===== src/rtl/spi_master_v2.sv =====
// Parametrised SPI master: one full-duplex transfer per accepted valid/ready command.
// Supports any CPOL/CPHA mode, either bit order and NUM_SS active-low slave selects.
module spi_master_v2 #(
  parameter int DATA_W    = 8,
  parameter int CLK_DIV   = 2,
  parameter bit CPOL      = 1'b0,
  parameter bit CPHA      = 1'b0,
  parameter bit MSB_FIRST = 1'b1,
  parameter int NUM_SS    = 2,
  localparam int SEL_W    = (NUM_SS > 1) ? $clog2(NUM_SS) : 1
) (
  input  logic              clk_i,
  input  logic              rst_ni,
  input  logic              valid_i,
  output logic              ready_o,
  input  logic [DATA_W-1:0] data_i,
  input  logic [SEL_W-1:0]  ss_sel_i,
  output logic [DATA_W-1:0] rx_data_o,
  output logic              done_o,
  output logic              busy_o,
  output logic              sclk_o,
  output logic              mosi_o,
  input  logic              miso_i,
  output logic [NUM_SS-1:0] ss_n_o
);

  localparam int DIV_W  = (CLK_DIV > 1) ? $clog2(CLK_DIV) : 1;
  localparam int HALF_W = $clog2(2 * DATA_W);
  localparam logic [DIV_W-1:0]  DIV_LAST  = DIV_W'(CLK_DIV - 1);
  localparam logic [HALF_W-1:0] HALF_LAST = HALF_W'(2 * DATA_W - 1);

  localparam logic [2:0] S_IDLE  = 3'd0;
  localparam logic [2:0] S_LEAD  = 3'd1;
  localparam logic [2:0] S_XFER  = 3'd2;
  localparam logic [2:0] S_TRAIL = 3'd3;
  localparam logic [2:0] S_DONE  = 3'd4;

  logic [2:0]        state;
  logic [DIV_W-1:0]  div_cnt;
  logic [HALF_W-1:0] half_cnt;
  logic [DATA_W-1:0] tx_shift;
  logic [DATA_W-1:0] rx_shift;
  logic [DATA_W-1:0] rx_next;
  logic [DATA_W-1:0] rx_data;
  logic [NUM_SS-1:0] ss_n;
  logic [NUM_SS-1:0] ss_mask;
  logic              sclk;
  logic              mosi;
  logic              div_last;
  logic              half_last;
  logic              lead_edge;

  function automatic logic first_bit(input logic [DATA_W-1:0] w);
    return MSB_FIRST ? w[DATA_W-1] : w[0];
  endfunction

  function automatic logic [DATA_W-1:0] drop_bit(input logic [DATA_W-1:0] w);
    return MSB_FIRST ? (w << 1) : (w >> 1);
  endfunction

  assign div_last  = (div_cnt == DIV_LAST);
  assign half_last = (half_cnt == HALF_LAST);
  // Even half-periods end on a leading SCLK edge, odd ones on a trailing edge.
  assign lead_edge = ~half_cnt[0];
  assign rx_next   = MSB_FIRST ? {rx_shift[DATA_W-2:0], miso_i}
                               : {miso_i, rx_shift[DATA_W-1:1]};

  // NOTE: every signal written in always_comb gets a default first, so no latch is inferred.
  always_comb begin
    ss_mask = '1;
    for (int i = 0; i < NUM_SS; i++) begin
      if (ss_sel_i == SEL_W'(i)) ss_mask[i] = 1'b0;
    end
  end

  // NOTE: sequential state uses non-blocking assignments only; reset is asynchronous.
  always_ff @(posedge clk_i or negedge rst_ni) begin
    if (!rst_ni) begin
      state    <= S_IDLE;
      div_cnt  <= '0;
      half_cnt <= '0;
      tx_shift <= '0;
      rx_shift <= '0;
      rx_data  <= '0;
      ss_n     <= '1;
      sclk     <= CPOL;
      mosi     <= 1'b0;
    end else begin
      case (state)
        S_IDLE: begin
          if (valid_i) begin
            state    <= S_LEAD;
            div_cnt  <= '0;
            half_cnt <= '0;
            rx_shift <= '0;
            ss_n     <= ss_mask;
            if (!CPHA) begin
              mosi     <= first_bit(data_i);
              tx_shift <= drop_bit(data_i);
            end else begin
              mosi     <= 1'b0;
              tx_shift <= data_i;
            end
          end
        end
        S_LEAD: begin
          div_cnt <= div_last ? '0 : div_cnt + 1'b1;
          if (div_last) state <= S_XFER;
        end
        S_XFER: begin
          if (div_last) begin
            div_cnt <= '0;
            sclk    <= ~sclk;
            // Shift edge drives the next bit, the other edge captures miso.
            if (lead_edge == CPHA) begin
              if (!half_last) begin
                mosi     <= first_bit(tx_shift);
                tx_shift <= drop_bit(tx_shift);
              end
            end else begin
              rx_shift <= rx_next;
            end
            if (half_last) state <= S_TRAIL;
            else           half_cnt <= half_cnt + 1'b1;
          end else begin
            div_cnt <= div_cnt + 1'b1;
          end
        end
        S_TRAIL: begin
          div_cnt <= div_last ? '0 : div_cnt + 1'b1;
          if (div_last) begin
            state   <= S_DONE;
            ss_n    <= '1;
            mosi    <= 1'b0;
            rx_data <= rx_shift;
          end
        end
        S_DONE:  state <= S_IDLE;
        default: state <= S_IDLE;
      endcase
    end
  end

  assign ready_o   = (state == S_IDLE);
  assign busy_o    = ~ready_o;
  assign done_o    = (state == S_DONE);
  assign sclk_o    = sclk;
  assign mosi_o    = mosi;
  assign ss_n_o    = ss_n;
  assign rx_data_o = rx_data;

endmodule


===== config.mk =====
export PLATFORM = sky130hd
export DESIGN_NAME = spi_master_v2
export DESIGN_NICKNAME = d
export VERILOG_FILES = /design/src/rtl/spi_master_v2.sv
export SDC_FILE = /design/constraint.sdc
export NUM_CORES = 1
export LEC_CHECK = 0
export BUFFER_PORTS_ARGS = -buffer_cell sky130_fd_sc_hd__buf_4
export CORE_ASPECT_RATIO = 2
export CORE_MARGIN = 5
export CORE_UTILIZATION = 48
export CTS_BUF_LIST = sky130_fd_sc_hd__clkbuf_4 sky130_fd_sc_hd__clkbuf_8
export DETAILED_ROUTE_END_ITERATION = 16
export GPL_TIMING_DRIVEN = 0
export PLACE_DENSITY = 0.75
export SETUP_SLACK_MARGIN = 0.3
export SYNTH_ARGS = -nofsm -noshare
export SYNTH_HDL_FRONTEND = slang
export SYNTH_SLANG_ARGS = --single-unit

===== constraint.sdc =====
create_clock -name clk_i -period 3.66 [get_ports clk_i]
set_input_delay 0.366 -clock clk_i [delete_from_list [all_inputs] [get_ports clk_i]]
set_output_delay 0.366 -clock clk_i [all_outputs]
set_load 0.05 [all_outputs]

==> results of run 1 <==
[metrics by stage]
step	total power, mW	hold slack, ns	worst slack (ns)
CTS	1.73	0.0326	1.68
global route	1.84	0.0550	1.62
global placement	1.38	0.336	1.96
finish	1.72	0.0253	1.69
floorplan	1.20	0.0704	1.69
detailed placement	1.41	0.338	1.93
[sequential cells by signal, summed over array words and instances (netlist names)]
register   cells
sclk_o         1
tx_shift       7
ss_n_o         2
rx_shift       8
half_cnt       4
rx_data_o      8
mosi_o         1
div_cnt        1
state          3
[per-layer routing]
metal,up-vias,global-route usage,share of wire
met1,659,0.187,0.37
met3,8,0.0488,0.046
met2,29,0.311,0.56
met4,0,0.0764,0.022
li1,615,-,-
met5,-,0,0
[path summary, 6_finish.rpt]
path,start,endpoint,slack (ns)
max,state[2],ready_o,1.69
min,rst_ni,state[2],0.03
max reg2reg,state[2],tx_shift[2],1.91
min reg2reg,sclk_o,sclk_o,0.48
max in group asynchronous,rst_ni,ss_n_o[1],3.30
min in group clk_i,ss_sel_i,ss_n_o[1],0.24
[cells in the final DEF, fill, tap and decap left out, types with 2 or more instances in the layout]
master	count
o21ai_0	11
buf_2	6
o22ai_1	7
nor2b_1	2
clkbuf_1	2
dfrtp_1	33
xor2_1	2
a21oi_1	5
nand3_1	4
inv_1	3
buf_4	28
mux2_2	8
o31ai_1	2
nor2_1	8
dfstp_2	2
nand2_1	19
nand4_1	3
clkbuf_8	7
a2bb2oi_1	6
[layout make-up]
| cell class | count | area [sq um] |
|---|---|---|
| fillers | 298 | 1380 |
| flip-flops and latches | 35 | 878 |
| multi-input cells | 104 | 683 |
| repair buffers | 27 | 203 |
| clock buffers | 8 | 104 |
| plain buffers | 9 | 45.0 |
| well taps | 32 | 40.0 |
| inverters | 3 | 11.3 |
[power by group through the flow]
| stage | logic [mW] | registers [mW] | clock network (mW) |
|---|---|---|---|
| 6_report | 0.819 | 0.589 | 0.308 |
| 3_5_place_dp | 0.821 | 0.592 | 0 |
| 3_3_place_gp | 0.797 | 0.587 | 0 |
| 5_1_grt | 0.891 | 0.606 | 0.339 |
| 4_1_cts | 0.826 | 0.588 | 0.317 |
| 2_1_floorplan | 0.519 | 0.681 | 0 |
[cells by family (layout without fill, tap and decap cells)]
kind of cell    count (synthesis)  after routing  synth area share
xor+xnor                        2              2            0.0108
buf+inv                        12             47            0.0348
fa+ha+maj                       1              1           0.00773
mux                             9              9            0.0650
flops                          35             35             0.543
simple gates                   49             49             0.156
compound gates                 43             43             0.183
==> impl_metrics.csv, run 1 <==
group,metric,value,unit
run_status,status,"finished clean",
sta,fin_worst_skew,0.00357,ns
floorplanning,coreArea,3340,sq um
synthesis,yosys_warnings,0,
power,clockPowerShare,0.180,
sta,maxSlewViolCount,0,
placement,place_area,1860,sq um
route,drc,0,
sta,finalSetupViolations,0,
route,dr.pass1.iters,4,
layout,utilization,0.588,
synthesis,synthesis.area,1620,sq um
setup_path,path_max_fanout,10,
power,combPwrFrac,0.477,
sta,final_hold_viol_count,0,
route,routedWlPerCell,16.3,um
synthesis,synthArstFlopShare,1.00,
sta,fmax,507,MHz
grt,antenna_found_initial,0,
sta,grt_setup_unrepaired,"no",
sta,tns,0,ns
power,swShare,0.416,
setup_path,path_class,"reg -> out",
sta,post-route-min-period,1.97,ns
power,p_leak,0.925,nW
floorplanning,die_y,92.1,um
floorplanning,io_pins,28,
setup_path,worstRegToRegCells,5,
layout,nets,199,
setup_path,crit_arrival,1.61,ns
placement,place_inst,210,
layout,area_growth,21.4,%
synthesis,synth_edf_count,0,
clocking,numCtsBuffers,5,
setup_path,critical_path.cell_chain,"buf_2 > or3_1 > inv_1 > buf_4",
setup_path,end_kind,"primary output",
power,p_sw,715,uW
clocking,cts.repair.resized,0,
floorplanning,dieArea,4700,sq um
synthesis,synthTopCellsByArea,"dfrtp_1 (51%), mux2_2 (5.6%), nand2_1 (4.4%), o21ai_0 (3.4%), dfstp_2 (3.2%)",
placement,gp_congestion,0.863,
synthesis,synth.top_cells.by_count,"dfrtp_1 (33), nand2_1 (19), o21ai_0 (11)",
synthesis,synth-main-ff-cell,"dfrtp_1",
synthesis,yosys.area.top_type,"dfrtp_1",
clocking,clk-insertion-delay-late,0.28,ns
clocking,hold_buffers,0,
sta,worst_pin_slew,0.476,ns
clocking,cts_setup_buffers,0,
clocking,cts_sinks,35,
setup_path,cp.required,3.29,ns
setup_path,critPathSlowestCell,"dfrtp_1",
grt,grt_util_all_layers,0.176,
synthesis,synthesis.nets,165,
setup_path,crit_family,"buffers and inverters",
setup_path,slowest_delay,0.43,ns
floorplanning,start_util,0.484,
grt,grt_max_degree,36,
setup_path,cp-start-kind,"flop",
layout,fin_cells,218,
job,drv_cap,0,
power,ir_worst_vdd,0.513,mV
route,ant_nets,0,
clocking,clk_pin_slew,0.07,ns
sta,slew-limit-headroom,0.683,
grt,grt_pass1_wl,6380,um
setup_path,path_depth,4,
grt,grt_pass1_vias,1394,
route,wirelength,3550,um
clocking,cts_root_buffer,"clkbuf_8",
route,avgViaCountPerCell,6.01,
grt,grt_overflow,0,
floorplanning,die_x,51.1,um
setup_path,crit_buf_inv,3,
synthesis,ys_ff_latch,35,
clocking,cts_buffer_depth,2,
route,vias,1311,
sta,finalCritPeriodShare,0.539,
synthesis,synth_cell_types,45,
synthesis,synth.most_common_cell,"dfrtp_1",
placement,dpl.hpwl,2670,um
placement,io_buffers,27,
power,internal_power,1.00,mW
layout,final_layout_size_suffix_gt1_frac,0.312,
clocking,cts_tree,"yes",
power,powerDensity,874,nW/um^2
synthesis,synth_cells,151,
synthesis,seq_area_frac_synth,0.543,
min_path,hp-class,"in -> async",
synthesis,syn_area_per_cell,10.7,sq um
layout,fin_area,1960,sq um
power,seq_power_share,0.343,
route,initialDrtViolationCount,44,
layout,diodes,0,
clocking,htreeDepth,2,
synthesis,post-synth-top-area-fraction,0.510,
floorplanning,rows,30,
No activity file was read; power rests on OpenSTA's default activity.
==> run 2: changes to the inputs <==
Settings changed: PLACE_DENSITY 0.75 to 0.78.
Clock period 3.66 ns to 1.8 ns, I/O delays scaled along.
==> run 2 against run 1 <==
  * Register-to-register slack lost 1.8 ns
  * Utilization grew 13 points
  * Routed wire length grew 23%
  * Clock-buffer cell count shrank 2
  * Hold slack better by 0.026 ns
  * Combinational power rose to 3.1 times the previous value
  * Die area unchanged
  * Clock skew grew 0.0026 ns
  * Global-route usage up 2.4 points
==> impl_metrics.csv, run 2 (synthesized netlist as in run 1, its figures left out) <==
group,metric,value,unit
floorplanning,rows,30,
floorplanning,coreArea,3340,sq um
layout,nets,222,
sta,tns,0,ns
route,ant_nets,0,
sta,worst_pin_slew,0.429,ns
layout,area_growth,48.3,%
grt,antenna_found_initial,0,
setup_path,cp.required,1.62,ns
floorplanning,start_util,0.484,
sta,finalCritPeriodShare,0.922,
layout,diodes,0,
clocking,htreeDepth,2,
floorplanning,io_pins,28,
setup_path,slowest_delay,0.41,ns
setup_path,r2r_start,"state[0]",
clocking,cts_buffer_depth,2,
floorplanning,die_y,92.1,um
sta,final_hold_viol_count,0,
route,avgViaCountPerCell,5.97,
route,dr.pass1.iters,4,
min_path,worstHoldPathCells,2,
placement,dpl.hpwl,2650,um
grt,grt_util_all_layers,0.200,
setup_path,cp-start-kind,"flop",
route,drc,0,
layout,final_cell_mix,"buf_4 (45), dfrtp_1 (31), nand2_1 (18)",
sta,post-route-min-period,1.66,ns
setup_path,crit_arrival,1.48,ns
min_path,hold_end,"ss_n_o[1]",
clocking,numCtsBuffers,5,
setup_path,reg2reg_slack,0.15,ns
clocking,clk_pin_slew,0.06,ns
placement,gp_congestion,0.894,
layout,fin_cells,241,
setup_path,path_class,"reg -> out",
setup_path,crit_family,"flip-flops",
job,drv_cap,0,
floorplanning,die_x,51.1,um
setup_path,worstReg2RegEnd,"mosi_o",
sta,fmax,603,MHz
route,initialDrtViolationCount,37,
grt,grt_pass1_vias,1431,
setup_path,critical_path.cell_chain,"buf_6 > or3_4 > clkinvlp_4 > buf_8",
setup_path,crit_buf_inv,3,
layout,nFillCells,214,
sta,slew-limit-headroom,0.714,
clocking,cts_sinks,35,
setup_path,worstRegToRegCells,5,
power,ir_worst_vdd,1.23,mV
layout,final_common_cell,"buf_4",
min_path,hp-start,"ss_sel_i",
run_status,status,"finished clean",
clocking,cts_tree,"yes",
power,powerDensity,1870,nW/um^2
clocking,cts_root_buffer,"clkbuf_8",
layout,final_layout_size_suffix_gt1_frac,0.512,
placement,io_buffers,27,
route,wirelength,4360,um
route,routedWlPerCell,18.1,um
sta,grt_setup_unrepaired,"yes",
sta,maxSlewViolCount,0,
power,p_leak,1.09,nW
setup_path,end_kind,"primary output",
placement,place_inst,210,
route,vias,1438,
clocking,clk-insertion-delay-late,0.29,ns
setup_path,critPathSlowestCell,"dfrtp_1",
sta,fin_worst_skew,0.00617,ns
grt,grt_overflow,0,
setup_path,path_max_fanout,5,
min_path,hp-class,"in -> reg",
grt,grt_pass1_wl,6950,um
sta,finalSetupViolations,0,
floorplanning,dieArea,4700,sq um
grt,grt_max_degree,36,
==> run 2: timing repair <==
action | in CTS | in global routing
hold buffers | 1 | 0
pin swaps | 8 | 4
endpoints found under the setup margin | 30 | 32
resized for setup | 33 | 27
gates cloned | 0 | 1
hold endpoints to repair | 33 | 0
buffers inserted | 15 | 6
==> run 2: layer usage <==
layer	wire, um	vias up	track usage
li1	-	663	-
met1	1510	709	0.207
met2	2490	52	0.353
met3	213	14	0.0569
met4	144	0	0.0989
met5	0	-	0
==> run 2: cell type report <==
cell class	count	area, sq um	share of cell area
inverter	3	15.0	0.00626
sequential	35	881	0.367
buffer	9	75.1	0.0313
timing repair buffer	50	408	0.170
multi-input combinational	104	863	0.360
clock inverter	2	35.0	0.0146
clock buffer	6	82.6	0.0344
tap	32	40.0	0.0167
==> run 2: worst register-to-register path, stage by stage, from the launching register on <==
cell	delay (ns)
dfrtp_1	0.41
buf_4	0.16
nor3b_4	0.30
a21boi_1	0.31
a2111oi_4	0.06
mux2_4	0.30
==> run 2: power breakdown <==
part | total [mW] | leakage, nW | switching [mW] | internal [mW]
Clock | 0.727 | 0.0612 | 0.279 | 0.448
Sequential | 1.23 | 0.445 | 0.199 | 1.03
Combinational | 2.54 | 0.585 | 1.36 | 1.17
Total | 4.50 | 1.09 | 1.84 | 2.65
==> run 2: per-stage QoR <==
stage / util / cell area [sq um] / total power, mW / worst slack [ns] / hold WS [ns]
after floorplan: - / 1630 / 2.48 / 0.297 / -0.116
after global placement: 0.561 / 1880 / 2.84 / 0.100 / 0.147
after detailed placement: 0.561 / 1880 / 2.91 / 0.0629 / 0.149
after CTS: 0.669 / 2230 / 4.13 / 0.142 / 0.0413
after global routing: 0.718 / 2400 / 4.74 / 0.0965 / 0.0491
final: 0.718 / 2400 / 4.50 / 0.141 / 0.0509
==> run 2: how the worst max path moves through the flow <==
stage | from | endpoint | depth (start not counted)
3_3_place_gp | state[1] | tx_shift[6] | 4
5_1_grt | state[2] | mosi_o | 5
3_5_place_dp | state[2] | tx_shift[6] | 5
2_1_floorplan | state[1] | mosi_o | 4
4_1_cts | state[0] | ready_o | 4
6_report | state[0] | ready_o | 4
